## src/rtl/cart_unlock_rx_pkg.sv

```systemverilog
// Shared definitions for the cartridge unlock receiver: key, frame geometry and FSM states.
package cart_unlock_rx_pkg;

  localparam logic [15:0] UNLOCK_KEY       = 16'h28A0;
  localparam int unsigned FRAME_BITS       = 18;
  localparam int unsigned DATA_BITS        = FRAME_BITS - 2;
  localparam int unsigned CTRL1_UNLOCK_BIT = 8;

  typedef enum logic [1:0] {
    IDLE = 2'd0,
    DATA = 2'd1,
    STOP = 2'd2
  } rx_state_e;

endpackage

```

## src/rtl/cart_unlock_shift.sv

```systemverilog
// 16-bit LSB-first deserialiser: each enabled cycle writes din into the bit at the current index.
module cart_unlock_shift
  import cart_unlock_rx_pkg::*;
(
  input  logic                 CLK,
  input  logic                 RSTn,
  input  logic                 clr,
  input  logic                 en,
  input  logic                 din,
  output logic [DATA_BITS-1:0] data,
  output logic                 done
);

  logic [3:0] idx;

  always_ff @(posedge CLK or negedge RSTn) begin
    if (!RSTn) begin
      data <= '0;
      idx  <= '0;
    end else if (clr) begin
      idx <= '0;
    end else if (en) begin
      data[idx] <= din;
      idx       <= idx + 4'd1;
    end
  end

  // done is high on the cycle the last data bit is being sampled
  assign done = en && (idx == 4'(DATA_BITS - 1));

endmodule

```

## src/rtl/cart_unlock_rx.sv

```systemverilog
// Console-side receiver for the cartridge serial unlock frame; sets the sticky CTRL1 unlock enable on a key match.
module cart_unlock_rx
  import cart_unlock_rx_pkg::*;
#(
  parameter logic [15:0] KEY    = UNLOCK_KEY,
  parameter int unsigned WINDOW = 1024,
  parameter int unsigned CNT_W  = 4
) (
  input  logic             CLK,
  input  logic             RSTn,
  input  logic             SO_IN,
  output logic             UNLOCK,
  output logic [15:0]      RX_DATA,
  output logic             RX_VALID,
  output logic             FERR,
  output logic             KERR,
  output logic             ARMED,
  output logic             TIMEOUT,
  output logic [CNT_W-1:0] ERR_CNT
);

  localparam int unsigned     WCW   = (WINDOW > 1) ? $clog2(WINDOW) : 1;
  localparam logic [WCW-1:0]  WLAST = WCW'(WINDOW - 1);

  rx_state_e      state_q, state_d;
  logic           seen_high;
  logic [WCW-1:0] wcnt;
  logic           start, shift_en, good, bad;
  logic           window_end, unlock_now, kerr_now;
  logic [15:0]    sh_data;
  logic           sh_done;

  cart_unlock_shift u_shift (
    .CLK  (CLK),
    .RSTn (RSTn),
    .clr  (start),
    .en   (shift_en),
    .din  (SO_IN),
    .data (sh_data),
    .done (sh_done)
  );

  assign window_end = ARMED && !UNLOCK && (wcnt == WLAST);
  assign unlock_now = good && (sh_data == KEY);
  assign kerr_now   = good && (sh_data != KEY);

  always_ff @(posedge CLK or negedge RSTn) begin
    if (!RSTn) state_q <= IDLE;
    else       state_q <= state_d;
  end

  always_comb begin
    state_d  = state_q;
    start    = 1'b0;
    shift_en = 1'b0;
    good     = 1'b0;
    bad      = 1'b0;
    case (state_q)
      IDLE: begin
        if (ARMED && !UNLOCK && seen_high && !SO_IN) begin
          start   = 1'b1;
          state_d = DATA;
        end
      end
      DATA: begin
        shift_en = 1'b1;
        if (sh_done) state_d = STOP;
      end
      STOP: begin
        if (!SO_IN) good = 1'b1;
        else        bad  = 1'b1;
        state_d = IDLE;
      end
      default: state_d = IDLE;
    endcase
    // A completing frame wins over window expiry; anything earlier in flight is dropped silently
    if (state_q != STOP && (window_end || !ARMED)) begin
      state_d  = IDLE;
      start    = 1'b0;
      shift_en = 1'b0;
    end
  end

  always_ff @(posedge CLK or negedge RSTn) begin
    if (!RSTn) begin
      seen_high <= 1'b0;
      wcnt      <= '0;
      ARMED     <= 1'b1;
      TIMEOUT   <= 1'b0;
      UNLOCK    <= 1'b0;
      RX_DATA   <= '0;
      RX_VALID  <= 1'b0;
      FERR      <= 1'b0;
      KERR      <= 1'b0;
      ERR_CNT   <= '0;
    end else begin
      if (start)      seen_high <= 1'b0;
      else if (SO_IN) seen_high <= 1'b1;

      if (ARMED) wcnt <= wcnt + WCW'(1);

      if (UNLOCK || (window_end && !unlock_now)) ARMED <= 1'b0;
      if (window_end && !unlock_now)             TIMEOUT <= 1'b1;
      if (unlock_now)                            UNLOCK <= 1'b1;

      if (good) RX_DATA <= sh_data;
      RX_VALID <= good;
      FERR     <= bad;
      KERR     <= kerr_now;

      if ((bad || kerr_now) && (ERR_CNT != '1)) ERR_CNT <= ERR_CNT + CNT_W'(1);
    end
  end

endmodule
```

## config.mk

```make
export PLATFORM = sky130hd
export DESIGN_NAME = cart_unlock_rx
export DESIGN_NICKNAME = d
export VERILOG_FILES = /design/src/rtl/cart_unlock_rx_pkg.sv /design/src/rtl/cart_unlock_shift.sv /design/src/rtl/cart_unlock_rx.sv
export SDC_FILE = /design/constraint.sdc
export NUM_CORES = 1
export LEC_CHECK = 0
export BUFFER_PORTS_ARGS = -buffer_cell sky130_fd_sc_hd__buf_2
export CAP_MARGIN = 40
export CORE_ASPECT_RATIO = 1.75
export CORE_UTILIZATION = 55
export DETAILED_ROUTE_END_ITERATION = 10
export PLACE_DENSITY_LB_ADDON = 0.12
export SLEW_MARGIN = 20
export SYNTH_ARGS = -nofsm -noshare
export SYNTH_HDL_FRONTEND = slang
export SYNTH_HIERARCHICAL = 1
export SYNTH_SLANG_ARGS = --single-unit
```

## constraint.sdc

```tcl
create_clock -name CLK -period 2.9 [get_ports CLK]
set_input_delay 0.145 -clock CLK [delete_from_list [all_inputs] [get_ports CLK]]
set_output_delay 0.145 -clock CLK [all_outputs]
set_load 0.005 [all_outputs]
```

==> results.sh, run 1 <==
export IMPL_whs_ps=263
export IMPL_fin_tns_setup_ps=0
export IMPL_drive_gt1_share_pct=37.5
export IMPL_post_drt_via_cell_ratio=5.56
export IMPL_worstPathMaxFanout=9
export IMPL_numPortBuffers=28
export IMPL_ant_nets=0
export IMPL_synth_nets=208
export IMPL_htreeDepth=3
export IMPL_ys_seq_area_share_pct=56.5
export IMPL_hold_class="in -> reg"
export IMPL_grt_max_degree=27
export IMPL_die_y_um=93.2
export IMPL_worst_slew_pin_slew_ps=579
export IMPL_synth_seq_cells=59
export IMPL_vias=1619
export IMPL_end_kind="register"
export IMPL_antennaDiodeCount=0
export IMPL_synth_warnings=6
export IMPL_clkLatencyLatePin_ps=340
export IMPL_async_flop_share_pct=100
export IMPL_postCtsSetupBuffers=0
export IMPL_die_area_sq_um=5040
export IMPL_cp_required_ps=3120
export IMPL_synth_cells=199
export IMPL_power_leakage_nw=1.52
export IMPL_post_route_period_util_pct=78.1
export IMPL_gp_congestion=0.815
export IMPL_track_usage_pct=23.0
export IMPL_wl_per_cell_um=16.2
export IMPL_synth_cell_types=40
export IMPL_finalCriticalPeriod_ps=2260
export IMPL_grt_pass1_vias=1731
export IMPL_fmax_ghz=0.442
export IMPL_io_pins=29
export IMPL_crit_arrival_ps=2480
export IMPL_hpwl_um=3490
export IMPL_grt_pass1_wl_um=7960
export IMPL_setup_viol=0
export IMPL_core_sq_um=4480
export IMPL_rsz0062_at_grt="false"
export IMPL_synth_ff_type="dfrtp_1"
export IMPL_finalMaxSlewViolations=0
export IMPL_clkSlewWorstSetupHoldPaths_ps=70
export IMPL_vdd_drop_max_mv=0.712
export IMPL_row_count=32
export IMPL_syn_to_final_growth_pct=17.1
export IMPL_clock_path_buffers=2
export IMPL_worstSetupStartpointType="register"
export IMPL_grt_antenna_before_repair=0
export IMPL_synth_edf_count=0
export IMPL_dr_pass1_iters=4
export IMPL_numCtsBuffers=9
export IMPL_postSynthAreaPerCell_sq_um=13.1
export IMPL_worst_clock_skew_ps=10.8
export IMPL_hold_violations=0
export IMPL_drt_iter0_drc=26
export IMPL_cts_root_buffer_cell="clkbuf_8"
export IMPL_fin_util_pct=68.2
export IMPL_fin_nets=244
export IMPL_power_density_nw_per_um2=880
export IMPL_drt_wl_total_um=4720
export IMPL_start_util_pct=58.3
export IMPL_cap_violations=0
export IMPL_cts_sinks=59
export IMPL_drc=0
export IMPL_overflow=0
export IMPL_max_slew_margin_rel_pct=61.4
export IMPL_netlist_area_sq_um=2610
export IMPL_status="complete, no violations"
export IMPL_die_x_um=54.1
export IMPL_path_class="reg -> reg"
export IMPL_cts_tree="built"
[state kept, by name, summed over array words and instances (netlist names), 2 cells and up]
name and count:
RX_DATA 16, u_shift/data 16, wcnt 10, ERR_CNT 4
u_shift/idx 4, state_q 2
[what timing repair did]
action | CTS | global route
setup endpoints to repair | 0 | 0
hold buffers | 1 | 0
gates resized for setup | 0 | 0
hold endpoints to repair | 23 | 0
[metal layers]
metal  routed length (um)  vias up  global-route usage [%]
li1                     -      762                       -
met1                 1820      816                    24.5
met2                 2600       27                    37.3
met3                  150       14                    8.62
met4                  151        0                    12.8
met5                    0        -                       0
[report_power, final]
group	internal (W)	total [W]	switching [W]
Clock	0.000591	0.000899	0.000308
Combinational	0.000304	0.000571	0.000267
Sequential	0.00102	0.00122	0.000199
[cell usage after synthesis (2+ instances only)]
cell type   n  area (sq um)
and3_1      4          25.0
buf_4       2          15.0
nor2_1     20          75.1
nor3_1      4          20.0
and4_1      3          26.3
nor4b_2     2          30.0
mux2_2     34           383
nand2_1     6          22.5
dfrtp_1    58          1450
xor2_1      5          43.8
buf_2       2          10.0
nand3b_1    4          30.0
buf_6       2          22.5
xnor2_1     8          70.1
mux2_1      2          22.5
nand4_1     4          25.0
inv_1       3          11.3
nand2b_1    7          43.8
ha_1        6          75.1
and2_1      3          18.8
[per-stage QoR]
stage / cell area [sq um] / power, W / worst slack, ps / cells
2_1_floorplan: 2610 / 0.00164 / 867 / 199
3_3_place_gp: 2780 / 0.00177 / 698 / 273
3_5_place_dp: 2810 / 0.00181 / 627 / 274
4_1_cts: 3060 / 0.00273 / 616 / 291
6_report: 3060 / 0.00269 / 636 / 291
5_1_grt: 3060 / 0.00285 / 450 / 291
[worst paths after layout]
kind / from / endpoint / slack, ps / depth (start not counted)
min: SO_IN / FERR / 260 / 2
max reg2reg: wcnt[7] / u_shift/data[0] / 640 / 6
min reg2reg: wcnt[9] / wcnt[9] / 470 / 1
max in group asynchronous: RSTn / ARMED / 1950 / 3
min in group asynchronous: RSTn / u_shift/idx[3] / 350 / 2
max: wcnt[7] / u_shift/data[0] / 640 / 6
[cells in the final DEF (no fill, tap or decap), drive strengths merged, types with 2 or more instances in the layout]
cell type  netlist  final
bufinv           0      3
xnor2            8      8
nor2            20     20
nor3             4      4
and3             4      4
clkinv           0      2
o211ai           2      2
nor4b            2      2
buf              6     31
nand4            5      5
and4             3      3
dfrtp           58     58
and2             4      4
ha               6      6
inv              3      3
mux2            36     36
nand3b           4      4
clkbuf           1     11
nand2b           8      8
nand2            6      6
xor2             5      5
nor2b            2      2
[logic make-up (layout without fill, tap and decap cells)]
| kind of cell | count (synthesis) | after routing | share of synthesized area, % |
|---|---|---|---|
| XOR/XNOR | 13 | 13 | 4.36 |
| flip-flops | 59 | 59 | 56.5 |
| AND/OR/NAND/NOR | 66 | 66 | 15.4 |
| AO/OA/AOI/OAI | 8 | 8 | 2.59 |
| multiplexers | 37 | 37 | 15.9 |
| adder cells (fa/ha/maj) | 6 | 6 | 2.87 |
| buffers and inverters | 10 | 51 | 2.39 |
[layout make-up]
| type | count | area (sq um) |
|---|---|---|
| Clock buffer | 11 | 141 |
| Tap cell | 51 | 63.8 |
| Fill cell | 332 | 1420 |
| Sequential cell | 59 | 1480 |
| Inverter | 3 | 11.3 |
| Multi-Input combinational cell | 130 | 1070 |
| Timing Repair Buffer | 32 | 193 |
| Clock inverter | 5 | 100 |
[worst max-delay path, stage by stage (launching register included)]
cell	delay, ps
dfrtp_1	410
and4_1	230
a41oi_1	280
and3_1	400
nand3b_1	240
nor3_1	230
mux2_2	360
Note: power is estimated with default switching activity, not from simulation.
==> inputs of run 2 (changes only) <==
Settings changed: CORE_UTILIZATION 55 to 52.
Clock period 2.9 ns to 1.9 ns, I/O delays scaled along.
==> run 2 against run 1 <==
The flow now finishes with violations (setup timing). Combinational power up 100%. Clock-buffer cell count down 2. Sequential share of layout area down 4.0 points. Largest cell class unchanged. Global-route usage down 1.8 points. Wire length up 11%. Clock skew down 3.8 ps.
==> results.sh, run 2 (synthesized netlist as in run 1, its figures left out) <==
export IMPL_cp_required_ps=2120
export IMPL_path_cells="and4_4 > a41oi_4 > nand2_2 > nor2_2 > nand3b_1 > nor3_2 > mux2_2"
export IMPL_setup_viol=13
export IMPL_core_sq_um=4750
export IMPL_drive_gt1_share_pct=51.0
export IMPL_die_x_um=55.6
export IMPL_post_route_period_util_pct=103
export IMPL_syn_to_final_growth_pct=27.7
export IMPL_whs_ps=266
export IMPL_drt_iter0_drc=46
export IMPL_hold_violations=0
export IMPL_drc=0
export IMPL_wl_per_cell_um=16.8
export IMPL_start_util_pct=55.0
export IMPL_finalCriticalPeriod_ps=1960
export IMPL_p_int_w=0.00308
export IMPL_io_pins=29
export IMPL_power_switching_w=0.00135
export IMPL_dp_slack_ps=-88.7
export IMPL_clock_path_buffers=2
export IMPL_htreeDepth=3
export IMPL_worst_slack_ps=-61.0
export IMPL_fmax_ghz=0.510
export IMPL_dpl_cell_area_sq_um=2950
export IMPL_power_leakage_nw=1.65
export IMPL_row_count=33
export IMPL_hold_depth=3
export IMPL_antennaDiodeCount=0
export IMPL_post_drt_via_cell_ratio=5.58
export IMPL_drt_wl_total_um=5250
export IMPL_crit_slowest_cell="dfstp_2"
export IMPL_p_clk_share_pct=31.6
export IMPL_max_slew_margin_rel_pct=70.6
export IMPL_cts_root_buffer_cell="clkbuf_8"
export IMPL_path_delay_family="simple AND/OR/NAND/NOR gates"
export IMPL_violations="setup timing"
export IMPL_status="finished, violations left"
export IMPL_numPortBuffers=28
export IMPL_cts_tree="built"
export IMPL_hold_class="in -> reg"
export IMPL_grt_antenna_before_repair=0
export IMPL_track_usage_pct=21.2
export IMPL_end_kind="register"
export IMPL_ant_nets=0
export IMPL_pwr_share_seq_pct=42.5
export IMPL_clkSlewWorstSetupHoldPaths_ps=70
export IMPL_cap_violations=0
export IMPL_grt_pass1_vias=1804
export IMPL_hpwl_um=3810
export IMPL_power_density_nw_per_um2=1330
export IMPL_die_area_sq_um=5330
export IMPL_hold_end="seen_high"
export IMPL_swShare_pct=30.6
export IMPL_min_delay_start="SO_IN"
export IMPL_r2r_cells=7
export IMPL_critPathMaxStageDelay_ps=530
export IMPL_grt_max_degree=60
export IMPL_r2r_start="ARMED"
export IMPL_numCtsBuffers=9
export IMPL_rrSetupSlack_ps=-60
export IMPL_placed_cells=293
export IMPL_clkLatencyLatePin_ps=340
export IMPL_p_comb_share_pct=25.9
export IMPL_crit_arrival_ps=2180
export IMPL_worstReg2RegEnd="u_shift/data[0]"
export IMPL_fin_util_pct=70.3
export IMPL_final_common_cell="dfrtp_1"
export IMPL_grt_pass1_wl_um=8330
export IMPL_worst_clock_skew_ps=7.05
export IMPL_overflow=0
export IMPL_layout_common_cells="dfrtp_1, buf_2, mux2_2"
export IMPL_fillers=346
export IMPL_path_class="reg -> reg"
export IMPL_worstPathMaxFanout=5
export IMPL_worst_slew_pin_slew_ps=440
export IMPL_finalMaxSlewViolations=0
export IMPL_reg_largest_list="RX_DATA: 16 flops, u_shift/data: 16 flops, wcnt: 10 flops"
export IMPL_crit_buf_inv=0
export IMPL_rsz0062_at_grt="true"
export IMPL_die_y_um=95.8
export IMPL_design_area_sq_um=3340
export IMPL_final_cells=313
export IMPL_dr_pass1_iters=4
export IMPL_worstSetupStartpointType="register"
export IMPL_vdd_drop_max_mv=0.919
export IMPL_fin_nets=265
export IMPL_cts_sinks=59
export IMPL_gp_congestion=0.837
export IMPL_vias=1747
## run 2: changes by cell type in the layout (fill, tap and decap cells not counted), moves of 4 or more
cell	previous run	this run
buf_4	2	22
nor2_1	20	9
nor2_2	0	11
mux2_2	34	25
mux2_4	0	9
nor3_1	4	0
nor3_2	0	4
## run 2: how the worst max path moves through the flow
| stage | slack (ps) | cells past startpoint | endpoint | startpoint |
|---|---|---|---|---|
| 2_1_floorplan | -70 | 8 | u_shift/data[1] | ARMED |
| 3_3_place_gp | -20 | 7 | u_shift/data[1] | ARMED |
| 3_5_place_dp | -90 | 6 | u_shift/data[1] | wcnt[8] |
| 4_1_cts | -40 | 7 | u_shift/data[13] | ARMED |
| 5_1_grt | -140 | 7 | u_shift/data[0] | ARMED |
| 6_report | -60 | 7 | u_shift/data[0] | ARMED |
## run 2: timing repair
action | in CTS | in global routing
hold buffers | 1 | 0
setup endpoints to repair | 14 | 17
buffers inserted | 0 | 3
endpoints found under the hold margin | 58 | 0
pin swaps | 3 | 9
resized for setup | 9 | 22
## run 2: layer usage
layer	vias up	wire length, um	track usage [%]
met5	-	0	0
met4	0	148	11.3
met3	14	136	4.97
met2	33	3030	41.9
met1	894	1940	19.6
li1	806	-	-
## run 2: layout make-up
class / instances / area [sq um] / area share, %
multi-input combinational: 130 / 1190 / 35.6
sequential: 59 / 1480 / 44.3
tap: 52 / 65.1 / 1.95
inverter: 3 / 11.3 / 0.337
clock inverter: 7 / 124 / 3.71
clock buffer: 9 / 124 / 3.71
timing repair buffer: 53 / 347 / 10.4
## run 2: metrics by stage
| step | total power, W | setup TNS [ps] |
|---|---|---|
| 2_1_floorplan | 0.00251 | -184 |
| 3_3_place_gp | 0.00278 | -32.4 |
| 3_5_place_dp | 0.00285 | -362 |
| 4_1_cts | 0.00431 | -150 |
| 5_1_grt | 0.00465 | -1550 |
| 6_report | 0.00443 | -480 |
## run 2: worst reg2reg max path: cells and delay by family, from the launching register on
family,cells,cell delay (ps)
and+or+nand+nor,5,850
muxes,1,350
AOI/OAI and AO/OA,1,110
DFF,1,530
## run 2: power by group through the flow
| stage | combinational (W) | clock, W | sequential, W |
|---|---|---|---|
| 2_1_floorplan | 0.000729 | 0 | 0.00178 |
| 3_3_place_gp | 0.000919 | 0 | 0.00186 |
| 3_5_place_dp | 0.000964 | 0 | 0.00189 |
| 4_1_cts | 0.00102 | 0.00142 | 0.00187 |
| 5_1_grt | 0.00124 | 0.00148 | 0.00193 |
| 6_report | 0.00115 | 0.00140 | 0.00189 |
==> inputs of run 3 (changes only) <==
Settings changed: PLACE_DENSITY set to 0.77, PLACE_DENSITY_LB_ADDON 0.12 to not set, REMOVE_ABC_BUFFERS set to 1, SETUP_SLACK_MARGIN set to 0.4.
==> run 3 against run 2 <==
The flow still finishes with violations (setup timing). Maximum frequency down 5.4%. Core utilization up 4.3 points. Power up 4.5%. Clock skew up 2.1 ps. Via count up 4.0%. Clock power down 23%. Register-to-register slack worse by 110 ps. Global-route usage up 1.2 points. Die area unchanged. Sequential power up 3%. Combinational power up 40%. Highest routed layer unchanged.
==> results.sh, run 3 (synthesized netlist as in run 1, its figures left out) <==
export IMPL_io_pins=29
export IMPL_post_route_period_util_pct=109
export IMPL_path_class="reg -> reg"
export IMPL_post_drt_via_cell_ratio=5.52
export IMPL_worst_slew_pin_slew_ps=732
export IMPL_worst_clock_skew_ps=9.17
export IMPL_clock_path_buffers=2
export IMPL_drive_gt1_share_pct=55.6
export IMPL_hpwl_um=3380
export IMPL_whs_ps=254
export IMPL_setup_viol=17
export IMPL_top_layer="met4"
export IMPL_die_x_um=55.6
export IMPL_wl_per_cell_um=17.5
export IMPL_power_switching_w=0.00153
export IMPL_clkLatencyLatePin_ps=340
export IMPL_worstPathMaxFanout=5
export IMPL_finalMaxSlewViolations=0
export IMPL_p_int_w=0.00310
export IMPL_drt_wl_total_um=5760
export IMPL_syn_to_final_growth_pct=35.5
export IMPL_layout_common_cells="dfrtp_1, buf_4, buf_2"
export IMPL_antennaDiodeCount=0
export IMPL_fmax_ghz=0.483
export IMPL_end_kind="register"
export IMPL_finalCriticalPeriod_ps=2070
export IMPL_grt_max_degree=60
export IMPL_violations="setup timing"
export IMPL_placed_cells=293
export IMPL_core_sq_um=4750
export IMPL_cap_violations=0
export IMPL_row_count=33
export IMPL_grt_antenna_before_repair=0
export IMPL_crit_arrival_ps=2290
export IMPL_gp_congestion=0.853
export IMPL_p_clk_share_pct=23.3
export IMPL_grt_pass1_wl_um=8820
export IMPL_grt_pass1_vias=1878
export IMPL_vdd_drop_max_mv=0.991
export IMPL_wl_met3_um=204
export IMPL_cts_root_buffer_cell="clkbuf_8"
export IMPL_clkSlewWorstSetupHoldPaths_ps=70
export IMPL_power_leakage_nw=1.76
export IMPL_track_usage_pct=22.4
export IMPL_fin_nets=281
export IMPL_cts_tree="built"
export IMPL_die_area_sq_um=5330
export IMPL_dr_pass1_iters=4
export IMPL_pwr_share_seq_pct=42.0
export IMPL_p_comb_share_pct=34.8
export IMPL_power_density_nw_per_um2=1310
export IMPL_rsz0062_at_grt="true"
export IMPL_worstSetupStartpointType="register"
export IMPL_worst_slack_ps=-172
export IMPL_die_y_um=95.8
export IMPL_dr_wl_met2_um=3090
export IMPL_swShare_pct=33.0
export IMPL_reg_largest_list="RX_DATA: 16 flops, u_shift/data: 16 flops, wcnt: 10 flops"
export IMPL_overflow=0
export IMPL_cts_sinks=59
export IMPL_drc=0
export IMPL_final_cells=329
export IMPL_cp_required_ps=2120
export IMPL_htreeDepth=3
export IMPL_ant_nets=0
export IMPL_start_util_pct=55.0
export IMPL_wl_met1_um=2260
export IMPL_status="finished, violations left"
export IMPL_drt_iter0_drc=42
export IMPL_hold_violations=0
export IMPL_vias=1817
export IMPL_numCtsBuffers=9
export IMPL_rrSetupSlack_ps=-170
export IMPL_final_common_cell="dfrtp_1"
export IMPL_hold_class="in -> reg"
export IMPL_max_slew_margin_rel_pct=51.2
export IMPL_numPortBuffers=28
run 3: critical path, cell delays in order, from the launching register on:
cell,delay (ps)
dfstp_2,530
and4_4,230
a41oi_4,110
nand2_2,140
nor2_4,70
nand3b_1,280
buf_6,190
nor2_2,120
mux2_4,310
run 3: what timing repair did:
action	4_1_cts	5_1_grt
hold endpoints to repair	58	0
pin swaps	15	13
hold buffers	1	0
setup buffers	11	8
gates resized for setup	50	18
endpoints found under the setup margin	28	41
run 3: final timing paths:
path	to	startpoint	depth (start not counted)
worst max-delay path	u_shift/data[14]	ARMED	8
worst min-delay path	seen_high	SO_IN	3
worst max register to register	u_shift/data[14]	ARMED	8
worst min register to register	TIMEOUT	TIMEOUT	1
max in group asynchronous	RX_DATA[14]	RSTn	3
min in group asynchronous	ERR_CNT[1]	RSTn	3
run 3: metrics by stage:
stage / util (%) / setup slack [ps] / TNS, ps / instance area, sq um / total power, W
2_1_floorplan: - / -55.0 / -234 / 2560 / 0.00245
3_3_place_gp: 61.6 / -231 / -1300 / 2930 / 0.00282
3_5_place_dp: 61.6 / -244 / -1650 / 2930 / 0.00285
4_1_cts: 71.8 / -51.2 / -301 / 3410 / 0.00443
5_1_grt: 74.6 / -213 / -2740 / 3540 / 0.00485
6_report: 74.6 / -172 / -1530 / 3540 / 0.00463
run 3: power by group through the flow:
stage          combinational, W  clock (W)  sequential, W
3_5_place_dp           0.000977          0        0.00188
4_1_cts                 0.00143    0.00110        0.00190
5_1_grt                 0.00172    0.00115        0.00198
6_report                0.00161    0.00108        0.00194
3_3_place_gp           0.000952          0        0.00187
2_1_floorplan          0.000640          0        0.00181
run 3: final cells by class:
class,count,area [sq um]
sequential,59,1480
multi-input combinational,130,1320
fill,272,1210
timing repair buffer,69,480
clock buffer,11,131
tap,52,65.1
clock inverter,5,53.8
inverter,3,11.3
run 3: metal layers:
metal  global-route usage, %  vias to the layer above
li1                        -                      834
met1                    25.1                      913
met2                    37.2                       53
met3                    7.26                       17
met4                    13.1                        0
met5                       0                        -
